--- config.mk ---
export PLATFORM = sky130hd
export DESIGN_NAME = cc_stream_rx
export DESIGN_NICKNAME = d
export VERILOG_FILES = /design/src/rtl/cc_pkg.sv /design/src/rtl/cc_edge_sync.sv /design/src/rtl/cc_stream_rx.sv
export SDC_FILE = /design/constraint.sdc
export NUM_CORES = 1
export LEC_CHECK = 0
export CAP_MARGIN = 15
export CORE_ASPECT_RATIO = 1.1
export CORE_MARGIN = 2
export CORE_UTILIZATION = 50
export CTS_BUF_LIST = sky130_fd_sc_hd__clkbuf_8
export CTS_CLUSTER_SIZE = 10
export DETAILED_ROUTE_END_ITERATION = 7
export PLACE_DENSITY_LB_ADDON = 0.25
export SYNTH_ARGS = -nofsm -noshare
export SYNTH_HDL_FRONTEND = slang
export SYNTH_SLANG_ARGS = --single-unit
export TNS_END_PERCENT = 1
--- constraint.sdc ---
create_clock -name clock -period 4.8 [get_ports clock]
set_clock_uncertainty 0.05 [all_clocks]
set_input_delay 0.96 -clock clock [delete_from_list [all_inputs] [get_ports clock]]
set_output_delay 0.96 -clock clock [all_outputs]
set_load 0.005 [all_outputs]
--- src/rtl/cc_pkg.sv ---
// Shared constants, FSM state type and frame-layout helper for the C&C stream receiver.
package cc_pkg;
   localparam int CLOCK_S_W          = 4;
   localparam int OC_W               = 7;
   localparam int DEFAULT_FRAME_BITS = 59;

   typedef enum logic [1:0] {ST_IDLE, ST_SKIP, ST_SHIFT, ST_COMMIT} cc_state_t;

   typedef enum logic [2:0] {
      FLD_PTT, FLD_ADDR, FLD_FREQ, FLD_CLOCK_S, FLD_OC, FLD_MODE
   } cc_field_t;

   // Offset of a field's MSB from the first (earliest-sent) bit of the frame.
   function automatic int field_offset(input cc_field_t fld, input int addr_w, input int freq_w);
      int off;
      off = 0;
      case (fld)
         FLD_PTT:     off = 0;
         FLD_ADDR:    off = 1;
         FLD_FREQ:    off = 1 + addr_w;
         FLD_CLOCK_S: off = 1 + addr_w + freq_w;
         FLD_OC:      off = 1 + addr_w + freq_w + CLOCK_S_W;
         FLD_MODE:    off = 1 + addr_w + freq_w + CLOCK_S_W + OC_W;
         default:     off = 0;
      endcase
      return off;
   endfunction
endpackage

--- src/rtl/cc_edge_sync.sv ---
// Two-flop synchroniser for an asynchronous input, with registered rise/fall strobes.
module cc_edge_sync (
   input  logic clock,
   input  logic nRST,
   input  logic din,
   output logic level,
   output logic rise,
   output logic fall
);
   logic [1:0] sync_reg;
   logic       prev_reg;

   always_ff @(posedge clock or negedge nRST) begin
      if (!nRST) begin
         sync_reg <= 2'b00;
         prev_reg <= 1'b0;
         rise     <= 1'b0;
         fall     <= 1'b0;
      end else begin
         sync_reg <= {sync_reg[0], din};
         prev_reg <= sync_reg[1];
         rise     <= sync_reg[1] & ~prev_reg;
         fall     <= ~sync_reg[1] & prev_reg;
      end
   end

   assign level = sync_reg[1];
endmodule

--- src/rtl/cc_stream_rx.sv ---
// Command & Control serial receiver: deserialises one frame per CLRCLK period and
// commits PTT, clock select, OC, mode and per-receiver frequencies.
module cc_stream_rx
   import cc_pkg::*;
#(
   parameter int FRAME_BITS   = DEFAULT_FRAME_BITS,
   parameter int ADDR_W       = 4,
   parameter int FREQ_W       = 32,
   parameter int NUM_RX       = 4,
   parameter int SKIP_EDGES   = 1,
   parameter int MATCH_FRAMES = 2
) (
   input  logic                     clock,
   input  logic                     nRST,
   input  logic                     CBCLK,
   input  logic                     CLRCLK,
   input  logic                     CC,
   output logic                     ptt,
   output logic [CLOCK_S_W-1:0]     clock_s,
   output logic [OC_W-1:0]          oc,
   output logic                     mode,
   output logic [NUM_RX*FREQ_W-1:0] freq,
   output logic [NUM_RX-1:0]        freq_update,
   output logic                     frame_valid,
   output logic [7:0]               short_count,
   output logic [7:0]               bad_addr_count
);
   localparam int PTT_POS  = FRAME_BITS - 1;
   localparam int ADDR_MSB = FRAME_BITS - 1 - field_offset(FLD_ADDR, ADDR_W, FREQ_W);
   localparam int FREQ_MSB = FRAME_BITS - 1 - field_offset(FLD_FREQ, ADDR_W, FREQ_W);
   localparam int CS_MSB   = FRAME_BITS - 1 - field_offset(FLD_CLOCK_S, ADDR_W, FREQ_W);
   localparam int OC_MSB   = FRAME_BITS - 1 - field_offset(FLD_OC, ADDR_W, FREQ_W);
   localparam int MODE_POS = FRAME_BITS - 1 - field_offset(FLD_MODE, ADDR_W, FREQ_W);
   localparam logic [5:0]      LAST_BIT   = 6'(FRAME_BITS - 1);
   localparam logic [7:0]      LAST_SKIP  = 8'(SKIP_EDGES - 1);
   localparam logic [ADDR_W:0] NUM_RX_EXT = (ADDR_W + 1)'(NUM_RX);
   // With no edges to skip the frame start goes straight to SHIFT.
   localparam cc_state_t START_STATE = (SKIP_EDGES == 0) ? ST_SHIFT : ST_SKIP;

   logic cb_rise, cb_fall_unused, cb_level_unused;
   logic clr_fall, clr_rise_unused, clr_level_unused;
   logic cc_level, cc_rise_unused, cc_fall_unused;

   cc_edge_sync u_sync_cbclk (.clock(clock), .nRST(nRST), .din(CBCLK),
      .level(cb_level_unused), .rise(cb_rise), .fall(cb_fall_unused));
   cc_edge_sync u_sync_clrclk (.clock(clock), .nRST(nRST), .din(CLRCLK),
      .level(clr_level_unused), .rise(clr_rise_unused), .fall(clr_fall));
   cc_edge_sync u_sync_cc (.clock(clock), .nRST(nRST), .din(CC),
      .level(cc_level), .rise(cc_rise_unused), .fall(cc_fall_unused));

   cc_state_t               state_reg, state_next;
   logic [5:0]              bit_cnt_reg;
   logic [7:0]              skip_cnt_reg;
   logic [FRAME_BITS-1:0]   shift_reg;
   logic                    start_frame, short_evt, skip_inc, shift_en;
   logic                    cand_valid_reg;
   logic [ADDR_W-1:0]       cand_addr_reg;
   logic [FREQ_W-1:0]       cand_freq_reg;
   logic                    frame_unused;

   always_ff @(posedge clock or negedge nRST) begin
      if (!nRST) state_reg <= ST_IDLE;
      else       state_reg <= state_next;
   end

   // A CLRCLK fall always wins over a CBCLK rise seen in the same cycle.
   always_comb begin
      state_next  = state_reg;
      start_frame = 1'b0;
      short_evt   = 1'b0;
      skip_inc    = 1'b0;
      shift_en    = 1'b0;
      case (state_reg)
         ST_IDLE: begin
            if (clr_fall) begin
               state_next  = START_STATE;
               start_frame = 1'b1;
            end
         end
         ST_SKIP: begin
            if (clr_fall) begin
               state_next  = START_STATE;
               start_frame = 1'b1;
               short_evt   = 1'b1;
            end else if (cb_rise) begin
               skip_inc = 1'b1;
               if (skip_cnt_reg == LAST_SKIP) state_next = ST_SHIFT;
            end
         end
         ST_SHIFT: begin
            if (clr_fall) begin
               state_next  = START_STATE;
               start_frame = 1'b1;
               short_evt   = 1'b1;
            end else if (cb_rise) begin
               shift_en = 1'b1;
               if (bit_cnt_reg == LAST_BIT) state_next = ST_COMMIT;
            end
         end
         ST_COMMIT: begin
            state_next = ST_IDLE;
            if (clr_fall) begin
               state_next  = START_STATE;
               start_frame = 1'b1;
            end
         end
         default: state_next = ST_IDLE;
      endcase
   end

   always_ff @(posedge clock or negedge nRST) begin
      if (!nRST) begin
         bit_cnt_reg  <= '0;
         skip_cnt_reg <= '0;
         shift_reg    <= '0;
      end else if (start_frame) begin
         bit_cnt_reg  <= '0;
         skip_cnt_reg <= '0;
         shift_reg    <= '0;
      end else begin
         if (skip_inc) skip_cnt_reg <= skip_cnt_reg + 8'd1;
         if (shift_en) begin
            shift_reg   <= {shift_reg[FRAME_BITS-2:0], cc_level};
            bit_cnt_reg <= bit_cnt_reg + 6'd1;
         end
      end
   end

   logic              commit, addr_bad, cand_match, freq_wr;
   logic [ADDR_W-1:0] frm_addr;
   logic [FREQ_W-1:0] frm_freq;

   assign commit       = (state_reg == ST_COMMIT);
   assign frm_addr     = shift_reg[ADDR_MSB -: ADDR_W];
   assign frm_freq     = shift_reg[FREQ_MSB -: FREQ_W];
   assign addr_bad     = ({1'b0, frm_addr} >= NUM_RX_EXT);
   assign cand_match   = cand_valid_reg && (cand_addr_reg == frm_addr) && (cand_freq_reg == frm_freq);
   assign freq_wr      = commit && !addr_bad && ((MATCH_FRAMES == 1) || cand_match);
   assign frame_unused = ^shift_reg;

   always_ff @(posedge clock or negedge nRST) begin
      if (!nRST) begin
         ptt            <= 1'b0;
         clock_s        <= '0;
         oc             <= '0;
         mode           <= 1'b0;
         frame_valid    <= 1'b0;
         short_count    <= '0;
         bad_addr_count <= '0;
         cand_valid_reg <= 1'b0;
         cand_addr_reg  <= '0;
         cand_freq_reg  <= '0;
      end else begin
         frame_valid <= commit;
         if (commit) begin
            ptt     <= shift_reg[PTT_POS];
            clock_s <= shift_reg[CS_MSB -: CLOCK_S_W];
            oc      <= shift_reg[OC_MSB -: OC_W];
            mode    <= shift_reg[MODE_POS];
            if (addr_bad && bad_addr_count != 8'hFF) bad_addr_count <= bad_addr_count + 8'd1;
         end
         if (short_evt && short_count != 8'hFF) short_count <= short_count + 8'd1;
         if (short_evt || (commit && addr_bad)) begin
            cand_valid_reg <= 1'b0;
         end else if (commit) begin
            cand_valid_reg <= 1'b1;
            cand_addr_reg  <= frm_addr;
            cand_freq_reg  <= frm_freq;
         end
      end
   end

   generate
      for (genvar gi = 0; gi < NUM_RX; gi++) begin : g_rx
         logic [FREQ_W-1:0] freq_reg;
         logic              upd_reg;
         always_ff @(posedge clock or negedge nRST) begin
            if (!nRST) begin
               freq_reg <= '0;
               upd_reg  <= 1'b0;
            end else begin
               upd_reg <= 1'b0;
               if (freq_wr && frm_addr == ADDR_W'(gi)) begin
                  freq_reg <= frm_freq;
                  upd_reg  <= (freq_reg != frm_freq);
               end
            end
         end
         assign freq[gi*FREQ_W +: FREQ_W] = freq_reg;
         assign freq_update[gi]           = upd_reg;
      end
   endgenerate
endmodule

**Word-level counts from Yosys, hierarchy flattened**

Cells that the tools add are included.
W data, S select, Z words.

- $add $sub $neg: 4
- Multiply operators: 0
- Divide/modulo/power cells: 0
- Order comparisons: 1
- Equal/unequal tests: 20
- Shift operators: 0
- Mux-type cells: 28
- Bitwise logic cells: 5
- Reduce and logical (&&, ||, !) cells: 24

Operators by type and width:

| kind | number |
|---|---|
| $ne A32 B32 Y1 | 4 |
| $mux W59 | 2 |
| $eq A32 B32 Y1 | 1 |
| $add A8 B1 Y8 const B | 3 |
| $mux W8 | 2 |
| $ne A8 B8 Y1 const B | 2 |
| $mux W1 | 14 |
| $mux W2 | 7 |
| $mux W6 | 2 |
| $logic_and A1 B1 Y1 | 11 |
| $eq A4 B2 Y1 const B | 2 |
| $logic_not A8 Y1 | 1 |
| $pmux W2 S4 | 1 |
| $add A6 B1 Y6 const B | 1 |
| $eq A6 B6 Y1 const B | 1 |
| $ne A3 B1 Y1 const B | 2 |
| $ne A3 B2 Y1 const B | 2 |
| $reduce_bool A2 Y1 | 3 |
| $reduce_and A5 Y1 | 1 |
| $eq A2 B2 Y1 const B | 2 |
| $eq A4 B1 Y1 const B | 1 |
| $eq A4 B4 Y1 | 1 |
| $ge A4 B3 Y1 const B | 1 |
| $logic_not A4 Y1 | 1 |
| other kinds (10) | 14 |

- Bits in registers: 284
- Latch bits: 0
- Memory bits (writable): 0
- ROM bits: 0
- Bits of input ports: 5
- Output and inout bits: 162
- Logic and storage cells: 111
- Memories: 0

**Depth between registers and ports, before layout**

- Depth after elaboration: 6
- Depth in mapped cells: 8

**By module**

From an unflattened synthesis, not the netlist that was laid out.

- Cells, all modules: 1080
- Area total of the unflattened synthesis: 13419.1 sq um

Modules (own cells, without submodules):

| module | times used | cells each | area an instance (sq um) | seq. area each (sq um) |
|---|---|---|---|---|
| cc_stream_rx | 1 | 1059 | 12998.7 | 6856.6 |
| cc_edge_sync | 3 | 7 | 140.1 | 125.1 |

**Least setup slack after synthesis**

No wires, ideal clock.

- Path kind: flip-flop to flip-flop
- Start: reg state_reg[1]
- End: reg g_rx[0].freq_reg[17]
- Setup time: 0.127 ns
- Arrival: 2.154 ns
- Required time: 4.623 ns
- Setup slack: 2.468 ns
- Stages on the path, launching flop included: 9
- Buffers on the path: 2
- Clock period less this slack: 2.332 ns
- Cell sequence: dfrtp_1 > ha_1 > buf_4 > nor3b_4 > nand4_1 > nor4_4 > nand3_2 > buf_6 > mux2_1

- Longest elaborated chain between the ends: 4

Ends and longest elaborated chain:

| what | line | text |
|---|---|---|
| start, declared | cc_stream_rx.sv:51 | `cc_state_t state_reg, state_next;` |
| start signal, assigned | cc_stream_rx.sv:63 | `else state_reg <= state_next;` |
| $eq A2 B2 Y1 | cc_stream_rx.sv:133 | `assign commit = (state_reg == ST_COMMIT);` |
| named net commit | cc_stream_rx.sv:129 | `logic commit, addr_bad, cand_match, freq_wr;` |
| $logic_and A1 B1 Y1 (2 in a row) | cc_stream_rx.sv:138 | `assign freq_wr = commit && !addr_bad && ((MATCH_FRAMES == 1) \|\| cand_match);` |
| $logic_and A1 B1 Y1 | cc_stream_rx.sv:183 | `if (freq_wr && frm_addr == ADDR_W'(gi)) begin` |
| end signal, assigned | cc_stream_rx.sv:184 | `freq_reg <= frm_freq;` |
| end, declared | cc_stream_rx.sv:175 | `logic [FREQ_W-1:0] freq_reg;` |

The timed path passes the listed nets, and every way through them passes these cells.
A chain may end at the register's enable or synchronous reset.

**Final worst setup path**

- Start: reg state_reg[1]
- End: reg g_rx[1].freq_reg[5]

- Longest elaborated chain between the ends: 4

Ends and longest elaborated chain:

| what | line |
|---|---|
| $eq A2 B2 Y1 | cc_stream_rx.sv:133 |
| named net commit | cc_stream_rx.sv:129 |
| $logic_and A1 B1 Y1 (2 in a row) | cc_stream_rx.sv:138 |
| $logic_and A1 B1 Y1 | cc_stream_rx.sv:183 |
| end signal, assigned | cc_stream_rx.sv:184 |
| end, declared | cc_stream_rx.sv:175 |

The timed path passes the listed nets, and every way through them passes these cells.

==> impl_metrics.env <==
export IMPL_critPathSlowestCell="nand3_2"
export IMPL_final_cell_mix="dfrtp_1 (283), xnor2_1 (173), clkdlybuf4s50_1 (165)"
export IMPL_p_leak_nw=7.14
export IMPL_hpwl_microns=22300
export IMPL_switching_share_pct=25.3
export IMPL_port_buffers=166
export IMPL_end_kind="flip-flop"
export IMPL_nNetsFinal=1256
export IMPL_seq_power_share_pct=50.5
export IMPL_drc=0
export IMPL_crit_path_start_kind="flip-flop"
export IMPL_power_frac_comb_pct=9.7
export IMPL_layout_commonest_cell="dfrtp_1"
export IMPL_p_int_mw=3.69
export IMPL_cts_tree="done"
export IMPL_clkPwrFrac_pct=39.8
export IMPL_htree_levels=2
export IMPL_areaGrowthSynthToFinish_pct=21.3
export IMPL_drt_wl_total_microns=32700
export IMPL_fin_crit_ns=3.38
export IMPL_cts_sinks=284
export IMPL_peakVddDrop_mv=0.183
export IMPL_yosysSeqAreaShare_pct=54.7
export IMPL_synth_cell_types=37
export IMPL_final_max_slew_violation_count=0
export IMPL_rsz0062_at_grt="false"
export IMPL_wl_met2_microns=16200
export IMPL_holdPathStages=0
export IMPL_rrSetupSlack_ns=1.42
export IMPL_rr_startpoint="state_reg[1]"
export IMPL_clk_pin_slew_ns=0.06
export IMPL_holdPathEnd="u_sync_cc.sync_reg[1]"
export IMPL_setup_viol=0
export IMPL_rr_endpoint="g_rx[1].freq_reg[5]"
export IMPL_synth_top_area_share_pct=54.7
export IMPL_cts_buffer_depth=3
export IMPL_synth_area_sq_mm=0.0130
export IMPL_drt_met1_wl_microns=13400
export IMPL_reg2regPathDepth=7
export IMPL_fp_dieW_microns=158
export IMPL_worstPathArrival_ns=3.75
export IMPL_yosys_warnings=0
export IMPL_synthArstFlopShare_pct=100
export IMPL_status="completed"
export IMPL_p_sw_mw=1.25
export IMPL_synthFlopType="dfrtp_1"
export IMPL_wire_per_inst_microns=20.2
export IMPL_cts_root_buffer="clkbuf_8"
export IMPL_syn_avg_cell_area_sq_um=12.0
export IMPL_ios=167
export IMPL_dr_pass1_iters=5
export IMPL_synth_top_area_cell="dfrtp_1"
export IMPL_relSlewSlack_pct=38.6
export IMPL_min_from="u_sync_cc.sync_reg[0]"
export IMPL_synth_edf_count=0
export IMPL_initial_core_util_pct=51.2
export IMPL_fp_dieH_microns=173
export IMPL_max_freq_mhz=296
export IMPL_dieArea_sq_mm=0.0273
export IMPL_first_iter_violations=434
export IMPL_diodes=0
export IMPL_fillers=2070
export IMPL_vias=8749
export IMPL_hold_viol=0
export IMPL_synth_fp_nets=1096
export IMPL_max_cap_viol_count=0
export IMPL_globalplace_congestion=0.966
export IMPL_grt_pass1_wl_microns=51000
export IMPL_cp_max_fo=32
export IMPL_cts_resized=0
export IMPL_finalCritPeriodShare_pct=70.3
export IMPL_hold_path_class="flip-flop to flip-flop"
export IMPL_synth_area_leaders="dfrtp_1 (55%), mux2_2 (13%), xnor2_1 (12%), nand2_1 (3.9%), a21oi_1 (2.6%)"
export IMPL_cp_required_ns=5.17
export IMPL_cts_hold_buf=0
export IMPL_largest_reg_flops=128
export IMPL_num_rows=61
export IMPL_grt_pass1_vias=8882
export IMPL_core_sq_mm=0.0254
export IMPL_finish_utilization_pct=62.0
export IMPL_path_cells="ha_1 -> buf_4 -> nor3b_4 -> nand4_1 -> nor4_4 -> nand3_2 -> mux2_1"
export IMPL_crit_start="state_reg[1]"
export IMPL_wl_met3_microns=1650
export IMPL_multi_input_area_sq_mm=0.00547
export IMPL_setup_tns_ns=0
export IMPL_cts_inserted_buffers=47
export IMPL_drive_gt1_share_pct=19.3
export IMPL_drt_vias_per_instance=5.41
export IMPL_grt_start_max_net_pins=108
export IMPL_ant_nets=0
export IMPL_antenna_found_initial=0
export IMPL_syn_inst=1080
export IMPL_pwr_density_cell_mw_per_mm2=313
export IMPL_grt_use_total_pct=24.6
export IMPL_regArea_sq_mm=0.00711
export IMPL_path_class="flip-flop to flip-flop"
export IMPL_insertion_delay_ns=0.56
export IMPL_top_layer="met4"
export IMPL_crit_path_max_incr_delay_ns=0.77
export IMPL_grt_overflow_total=0
export IMPL_post_cts_setup_buffer_count=0
export IMPL_tightest_slew_ns=0.920
export IMPL_synth_seq_cells=284
export IMPL_fin_total_pwr_mw=4.94
==> through the flow <==
stage               worst slack [ns]  cell area (sq um)  hold WS, ns  cells
CTS                             1.40              15800        0.310   1618
finish                          1.42              15800        0.293   1618
floorplan                       2.47              13000        0.281   1080
global route                    1.16              15800        0.316   1618
detailed placement              1.43              14900        0.294   1537
global placement                1.52              14900        0.284   1537
==> layout make-up <==
| cell class | instances | area share, % |
|---|---|---|
| sequential | 284 | 45.1 |
| tap | 346 | 2.75 |
| inverter | 7 | 0.167 |
| multi-input combinational | 712 | 34.7 |
| clock inverter | 25 | 0.611 |
| clock buffer | 56 | 4.89 |
| timing repair buffer | 188 | 11.8 |
==> power by group through the flow <==
| stage | combinational, mW | clock (mW) | sequential, mW |
|---|---|---|---|
| 4_1_cts | 0.487 | 2.01 | 2.49 |
| 2_1_floorplan | 0.311 | 0 | 2.53 |
| 5_1_grt | 0.535 | 2.13 | 2.50 |
| 6_report | 0.480 | 1.96 | 2.49 |
| 3_5_place_dp | 0.483 | 0 | 2.54 |
| 3_3_place_gp | 0.474 | 0 | 2.53 |
==> worst max path at each step <==
stage | to | slack [ns]
after floorplan | g_rx[0].freq_reg[17] | 2.47
after global placement | g_rx[1].freq_reg[4] | 1.52
after detailed placement | g_rx[1].freq_reg[5] | 1.43
after CTS | g_rx[1].freq_reg[5] | 1.40
after global routing | g_rx[1].freq_reg[19] | 1.16
final | g_rx[1].freq_reg[5] | 1.42
==> routing by layer <==
layer | vias up | global-route usage [%]
met5 | - | 0
met4 | 0 | 10.9
met3 | 61 | 4.69
met2 | 261 | 40.2
met1 | 4413 | 31.6
li1 | 4014 | -
==> worst max-delay path, delay by kind of cell, from the launching register on <==
| family | cells | cell delay (ns) |
|---|---|---|
| AND/OR/NAND/NOR | 4 | 1.76 |
| multiplexers | 1 | 0.61 |
| flip-flops | 1 | 0.41 |
| buffers and inverters | 1 | 0.23 |
| adder cells (fa/ha/maj) | 1 | 0.17 |
==> cell usage after synthesis, drive strengths merged (2+ instances only) <==
library cell    n
dfrtp         284
mux2          176
xnor2         173
nand2         134
a21oi          67
nand4          51
buf            44
clkbuf         33
nand3          22
nor2           17
nor4           15
xor2           14
ha             11
inv             7
and2            4
and3            4
o21ai           4
nor2b           3
a41oi           2
and4            2
and4b           2
mux2i           2
==> logic make-up after synthesis <==
kind of cell	share of synthesized area, %
compound gates	3.07
buf+inv	3.26
mux	15.4
flops	54.7
simple gates	9.95
xor+xnor	12.6
fa+ha+maj	1.06
No activity file was read; power rests on OpenSTA's default activity.
